`config.mk`:
```
export PLATFORM = sky130hd
export DESIGN_NAME = mac35_parallel_pipe_param
export DESIGN_NICKNAME = d
export VERILOG_FILES = /design/src/rtl/mac35_parallel_pipe_param.sv
export SDC_FILE = /design/constraint.sdc
export NUM_CORES = 2
export LEC_CHECK = 0
export CAP_MARGIN = 0
export CORE_MARGIN = 3
export CORE_UTILIZATION = 50
export DETAILED_ROUTE_END_ITERATION = 16
export HOLD_SLACK_MARGIN = 0.03
export PLACE_DENSITY_LB_ADDON = 0.15
export SYNTH_ARGS = -nofsm -noshare
export SYNTH_HDL_FRONTEND = slang
export SYNTH_SLANG_ARGS = --single-unit
```
`constraint.sdc`:
```
create_clock -name CLK -period 20.9 [get_ports CLK]
set_clock_uncertainty 0.2 [all_clocks]
set_input_delay 4.18 -clock CLK [delete_from_list [all_inputs] [get_ports CLK]]
set_output_delay 4.18 -clock CLK [all_outputs]
set_load 0.05 [all_outputs]
```
`src/rtl/mac35_parallel_pipe_param.sv`:
```
// Pipelined A_W x B_W multiplier built from four sliced partial products,
// feeding a wide accumulator with per-sample signed/unsigned mode and a sticky overflow flag.
module mac35_parallel_pipe_param #(
    parameter int A_W   = 35,
    parameter int B_W   = 35,
    parameter int SPLIT = 17,
    parameter int ACC_W = 80
) (
    input  logic               CLK,
    input  logic               RST,
    input  logic               IN_VALID,
    input  logic               SIGNED_MODE,
    input  logic [A_W-1:0]     A_IN,
    input  logic [B_W-1:0]     B_IN,
    input  logic               ACC_EN,
    input  logic               ACC_CLR,
    output logic [A_W+B_W-1:0] PROD_OUT,
    output logic               PROD_VALID,
    output logic [ACC_W-1:0]   ACCUM_OUT,
    output logic               ACCUM_VALID,
    output logic               ACC_OVF
);
    localparam int PW  = A_W + B_W;
    localparam int AHW = A_W - SPLIT;
    localparam int BHW = B_W - SPLIT;
    localparam int LLW = 2 * SPLIT + 2;
    localparam int LHW = SPLIT + BHW + 2;
    localparam int HLW = AHW + SPLIT + 2;
    localparam int HHW = AHW + BHW + 2;

    localparam int C_SGN = 2;
    localparam int C_EN  = 1;
    localparam int C_CLR = 0;

    // Valid and {signed, acc_en, acc_clr} travel alongside the data, one entry per stage.
    logic       valid_reg [1:4];
    logic [2:0] ctrl_reg  [1:4];

    logic [A_W-1:0] s1_a_reg;
    logic [B_W-1:0] s1_b_reg;

    always_ff @(posedge CLK) begin
        if (RST) begin
            for (int i = 1; i <= 4; i++) begin
                valid_reg[i] <= 1'b0;
            end
        end else begin
            valid_reg[1] <= IN_VALID;
            for (int i = 2; i <= 4; i++) begin
                valid_reg[i] <= valid_reg[i-1];
            end
        end
        if (IN_VALID) begin
            s1_a_reg    <= A_IN;
            s1_b_reg    <= B_IN;
            ctrl_reg[1] <= {SIGNED_MODE, ACC_EN, ACC_CLR};
        end
        for (int i = 2; i <= 4; i++) begin
            if (valid_reg[i-1]) begin
                ctrl_reg[i] <= ctrl_reg[i-1];
            end
        end
    end

    // Stage 2: low slices are always unsigned; high slices take the sample's mode.
    logic              s1_sgn;
    logic signed [SPLIT:0] al_s, bl_s;
    logic signed [AHW:0]   ah_s;
    logic signed [BHW:0]   bh_s;

    assign s1_sgn = ctrl_reg[1][C_SGN];
    assign al_s   = {1'b0, s1_a_reg[SPLIT-1:0]};
    assign bl_s   = {1'b0, s1_b_reg[SPLIT-1:0]};
    assign ah_s   = {s1_sgn & s1_a_reg[A_W-1], s1_a_reg[A_W-1:SPLIT]};
    assign bh_s   = {s1_sgn & s1_b_reg[B_W-1], s1_b_reg[B_W-1:SPLIT]};

    logic signed [LLW-1:0] pp_ll_reg;
    logic signed [LHW-1:0] pp_lh_reg;
    logic signed [HLW-1:0] pp_hl_reg;
    logic signed [HHW-1:0] pp_hh_reg;

    always_ff @(posedge CLK) begin
        if (valid_reg[1]) begin
            pp_ll_reg <= LLW'(al_s) * LLW'(bl_s);
            pp_lh_reg <= LHW'(al_s) * LHW'(bh_s);
            pp_hl_reg <= HLW'(ah_s) * HLW'(bl_s);
            pp_hh_reg <= HHW'(ah_s) * HHW'(bh_s);
        end
    end

    // Stage 3: two balanced adds (cross terms, low+high terms); stage 4 merges them.
    logic [PW-1:0] ll_ext, lh_ext, hl_ext, hh_ext;
    logic [PW-1:0] cross_reg, lowhigh_reg;

    assign ll_ext = PW'(pp_ll_reg);
    assign lh_ext = PW'(pp_lh_reg);
    assign hl_ext = PW'(pp_hl_reg);
    assign hh_ext = PW'(pp_hh_reg);

    always_ff @(posedge CLK) begin
        if (valid_reg[2]) begin
            cross_reg   <= lh_ext + hl_ext;
            lowhigh_reg <= ll_ext + (hh_ext << (2 * SPLIT));
        end
    end

    always_ff @(posedge CLK) begin
        if (RST) begin
            PROD_OUT <= '0;
        end else if (valid_reg[3]) begin
            PROD_OUT <= lowhigh_reg + (cross_reg << SPLIT);
        end
    end

    assign PROD_VALID = valid_reg[4];

    // Accumulate stage: extension and overflow rule follow the sample's own mode.
    logic               s4_sgn, s4_en, s4_clr;
    logic [ACC_W-1:0]   prod_ext;
    logic [ACC_W:0]     acc_sum;
    logic               ovf_signed, ovf_unsigned, ovf_hit;

    assign s4_sgn       = ctrl_reg[4][C_SGN];
    assign s4_en        = ctrl_reg[4][C_EN];
    assign s4_clr       = ctrl_reg[4][C_CLR];
    assign prod_ext     = s4_sgn ? ACC_W'($signed(PROD_OUT)) : ACC_W'(PROD_OUT);
    assign acc_sum      = {1'b0, ACCUM_OUT} + {1'b0, prod_ext};
    assign ovf_signed   = (ACCUM_OUT[ACC_W-1] == prod_ext[ACC_W-1]) &&
                          (acc_sum[ACC_W-1] != ACCUM_OUT[ACC_W-1]);
    assign ovf_unsigned = acc_sum[ACC_W];
    assign ovf_hit      = s4_sgn ? ovf_signed : ovf_unsigned;

    always_ff @(posedge CLK) begin
        if (RST) begin
            ACCUM_OUT   <= '0;
            ACCUM_VALID <= 1'b0;
            ACC_OVF     <= 1'b0;
        end else begin
            ACCUM_VALID <= valid_reg[4] & s4_en;
            if (valid_reg[4] && s4_en) begin
                if (s4_clr) begin
                    ACCUM_OUT <= prod_ext;
                    ACC_OVF   <= 1'b0;
                end else begin
                    ACCUM_OUT <= acc_sum[ACC_W-1:0];
                    ACC_OVF   <= ACC_OVF | ovf_hit;
                end
            end
        end
    end
endmodule

```
==> results.py <==
metrics = {
    "logic_synthesis": {
        "ys_async_sr_fraction_pct": 0,
        "syn_inst": 7655,
        "synth_warnings": 0,
        "synth_area_um2": 71600,
        "synth_area_per_cell_um2": 9.35,
        "synth-edff-count": 334,
        "synthesis.nets": 9534,
        "ys_ff_latch": 490,
        "synth_top_area_cell": "fa_1",
        "synth.top_cell.area_share_pct": 34.5,
        "netlist_top_cells_area": "fa_1 (35%), edfxtp_1 (14%), ha_1 (9.9%)",
        "ys_seq_area_share_pct": 18.4,
        "ys_types": 82,
        "synth_ff_type": "edfxtp_1",
    },
    "drt": {
        "wl_um": 185000,
        "drc": 0,
        "drt_pass1_iterations": 5,
        "dr_total_vias": 52000,
        "ant_nets": 0,
        "wl_per_cell_um": 19.2,
        "via_per_inst": 5.41,
        "drt_iter0_markers": 3365,
    },
    "timing": {
        "layout_min_cycle_time_ns": 8.44,
        "slew_violations": 0,
        "fmax_mhz": 119,
        "rsz0062_at_grt": "no",
        "setup_viol": 0,
        "hold-worst-slack_ns": 0.211,
        "finalSetupTns_ns": 0,
        "finalHoldViolCount": 0,
        "max_slew.worst_pin.slew_ns": 1.17,
        "slew-limit-headroom_pct": 22.3,
        "period_share_pct": 40.4,
    },
    "placement": {
        "dpl.hpwl_um": 137000,
        "place_congestion": 0.901,
        "place_area_um2": 75500,
        "port_buffers": 228,
    },
    "global_routing": {
        "grt_pass1_wl_um": 302000,
        "grt_pass1_vias": 54700,
        "grt.overflow.total": 0,
        "use_met2_pct": 42.0,
        "grt_max_degree": 83,
        "grtUsageMet3_pct": 4.36,
        "antenna_found_initial": 7,
        "busiest_layer": "met2",
        "grtUsageMet1_pct": 36.2,
        "grt_usage_pct": 25.9,
    },
    "critical_path": {
        "rr_startpoint": "s1_a_reg[34]",
        "startpoint_type": "flop",
        "r2r_cells": 23,
        "critPathMostFrequentCell": "fa_1",
        "r2r_end": "pp_hh_reg[35]",
        "cp.arrival_ns": 8.67,
        "slowest_delay_ns": 0.99,
        "path_cells": "buf_4 > and2_1 > nand2_1 > fa_1 > inv_1 > fa_1 > fa_1 > fa_1 > fa_1 > fa_1 > ha_1 > ha_1 > a21oi_1 > nor2b_1 > o21ai_0 > nand2b_1 > o21bai_1 > a22oi_1 > a211oi_1 > a211oi_1 > o21ai_0 > a21oi_1 > xnor2_1",
        "cp-end-kind": "flop",
        "worstPathRequired_ns": 21.13,
        "r2r_slack_ns": 12.46,
        "worstPathMaxFanout": 47,
        "critPathLaunch": "s1_a_reg[34]",
        "crit_slowest_cell": "and2_1",
        "path_class": "reg -> reg",
        "endpoint": "pp_hh_reg[35]",
    },
    "floorplan": {
        "ios": 229,
        "core-area_um2": 142000,
        "die_area_um2": 148000,
        "start_util_pct": 50.4,
        "die_w_um": 384,
        "die_height_um": 384,
        "std_cell_rows": 138,
    },
    "clock_network": {
        "cts_resized": 0,
        "root_buffer": "clkbuf_16",
        "cts_buffers": 66,
        "cts_max_level": 3,
        "cts_hold_buf": 0,
        "postCtsSetupRepairBufs": 0,
        "clockBufferDepth": 3,
        "worstSkewPairLatency_ns": 0.68,
        "cts_tree": "built",
        "cts.sinks": 490,
        "clk_pin_slew_ns": 0.07,
    },
    "final_layout": {
        "syn_to_final_growth_pct": 8.59,
        "fin_nets": 9546,
        "layout-drive-gt1-share_pct": 3.26,
        "design_area_um2": 77800,
        "largest_reg_flops": 80,
    },
    "outcome": {
        "outcome": "completed",
    },
    "run": {
        "cap_viol_max_count": 0,
    },
    "min_path": {
        "hold_path_class": "reg -> reg",
    },
}
## synth_stat cells (18+ instances only)
| cell type | count |
|---|---|
| and2_1 | 473 |
| edfxtp_1 | 334 |
| nor2b_1 | 33 |
| nand3_1 | 60 |
| or3_1 | 18 |
| nand2_1 | 1029 |
| and3_1 | 53 |
| a21oi_1 | 289 |
| xnor2_1 | 213 |
| dfxtp_1 | 156 |
| clkbuf_1 | 359 |
| o21a_1 | 51 |
| nand2b_1 | 41 |
| xor2_1 | 76 |
| o21ai_0 | 205 |
| ha_1 | 569 |
| mux2i_1 | 48 |
| a31oi_1 | 36 |
| nor3_1 | 42 |
| nand4_1 | 33 |
| fa_1 | 1234 |
| a211oi_1 | 43 |
| inv_1 | 1556 |
| o21bai_1 | 39 |
| o211ai_1 | 40 |
| nor2_1 | 250 |
| a21o_1 | 151 |
## cell type report
class / count / area, um^2
Tap cell: 1890 / 2360
Antenna cell: 4 / 10.0
Clock inverter: 30 / 329
Inverter: 1557 / 5840
Timing Repair Buffer: 315 / 2930
Fill cell: 12900 / 64200
Multi-Input combinational cell: 5237 / 51200
Sequential cell: 490 / 13200
Clock buffer: 90 / 1900
## worst max-delay path: cells and delay by family (launching register included)
kind	cells	cell delay [ns]
adder cells (fa/ha/maj)	8	3.82
AO/OA/AOI/OAI	8	1.73
AND/OR/NAND/NOR	4	1.47
buffers and inverters	2	0.59
flip-flops	1	0.31
XOR/XNOR	1	0.08
## per-stage QoR
stage | cells | setup WS, ns | util [%]
2_1_floorplan | 7655 | 13.88 | -
3_5_place_dp | 9489 | 12.53 | 53.2
5_1_grt | 9609 | 11.94 | 54.8
4_1_cts | 9609 | 12.53 | 54.8
3_3_place_gp | 9489 | 12.63 | 53.2
6_report | 9613 | 12.46 | 54.8
## layout by cell type (no fill, tap or decap), types with 205 or more instances in the layout
cell type	count
inv_1	1556
a21oi_1	289
o21ai_0	205
xnor2_1	213
nand2_1	1029
fa_1	1234
clkdlybuf4s50_1	226
edfxtp_1	334
nor2_1	250
and2_1	472
ha_1	569
## layer usage
| metal | vias to the layer above | share of wire [%] |
|---|---|---|
| li1 | 23900 | - |
| met1 | 26300 | 44 |
| met2 | 1545 | 46 |
| met3 | 286 | 6.9 |
| met4 | 4 | 2.8 |
| met5 | - | 0.013 |
## logic make-up after synthesis
family	synth area share [%]
mux	0.671
xor+xnor	3.54
buf+inv	10.1
flops	18.4
simple gates	13.5
fa+ha+maj	44.4
compound gates	9.32
## worst min-delay path by stage
stage | startpoint | endpoint | slack (ns) | depth (start not counted)
2_1_floorplan | ctrl_reg[0][7] | ctrl_reg[0][10] | 0.20 | 0
4_1_cts | pp_hh_reg[1] | lowhigh_reg[35] | 0.20 | 0
3_5_place_dp | ctrl_reg[0][4] | ctrl_reg[0][7] | 0.20 | 0
3_3_place_gp | ctrl_reg[0][3] | ctrl_reg[0][6] | 0.20 | 0
5_1_grt | pp_hh_reg[8] | lowhigh_reg[42] | 0.22 | 0
6_report | pp_hh_reg[1] | lowhigh_reg[35] | 0.21 | 0
Power is not shown: default switching activity piles up to over one toggle a cycle in this logic, so the estimate is an artifact.
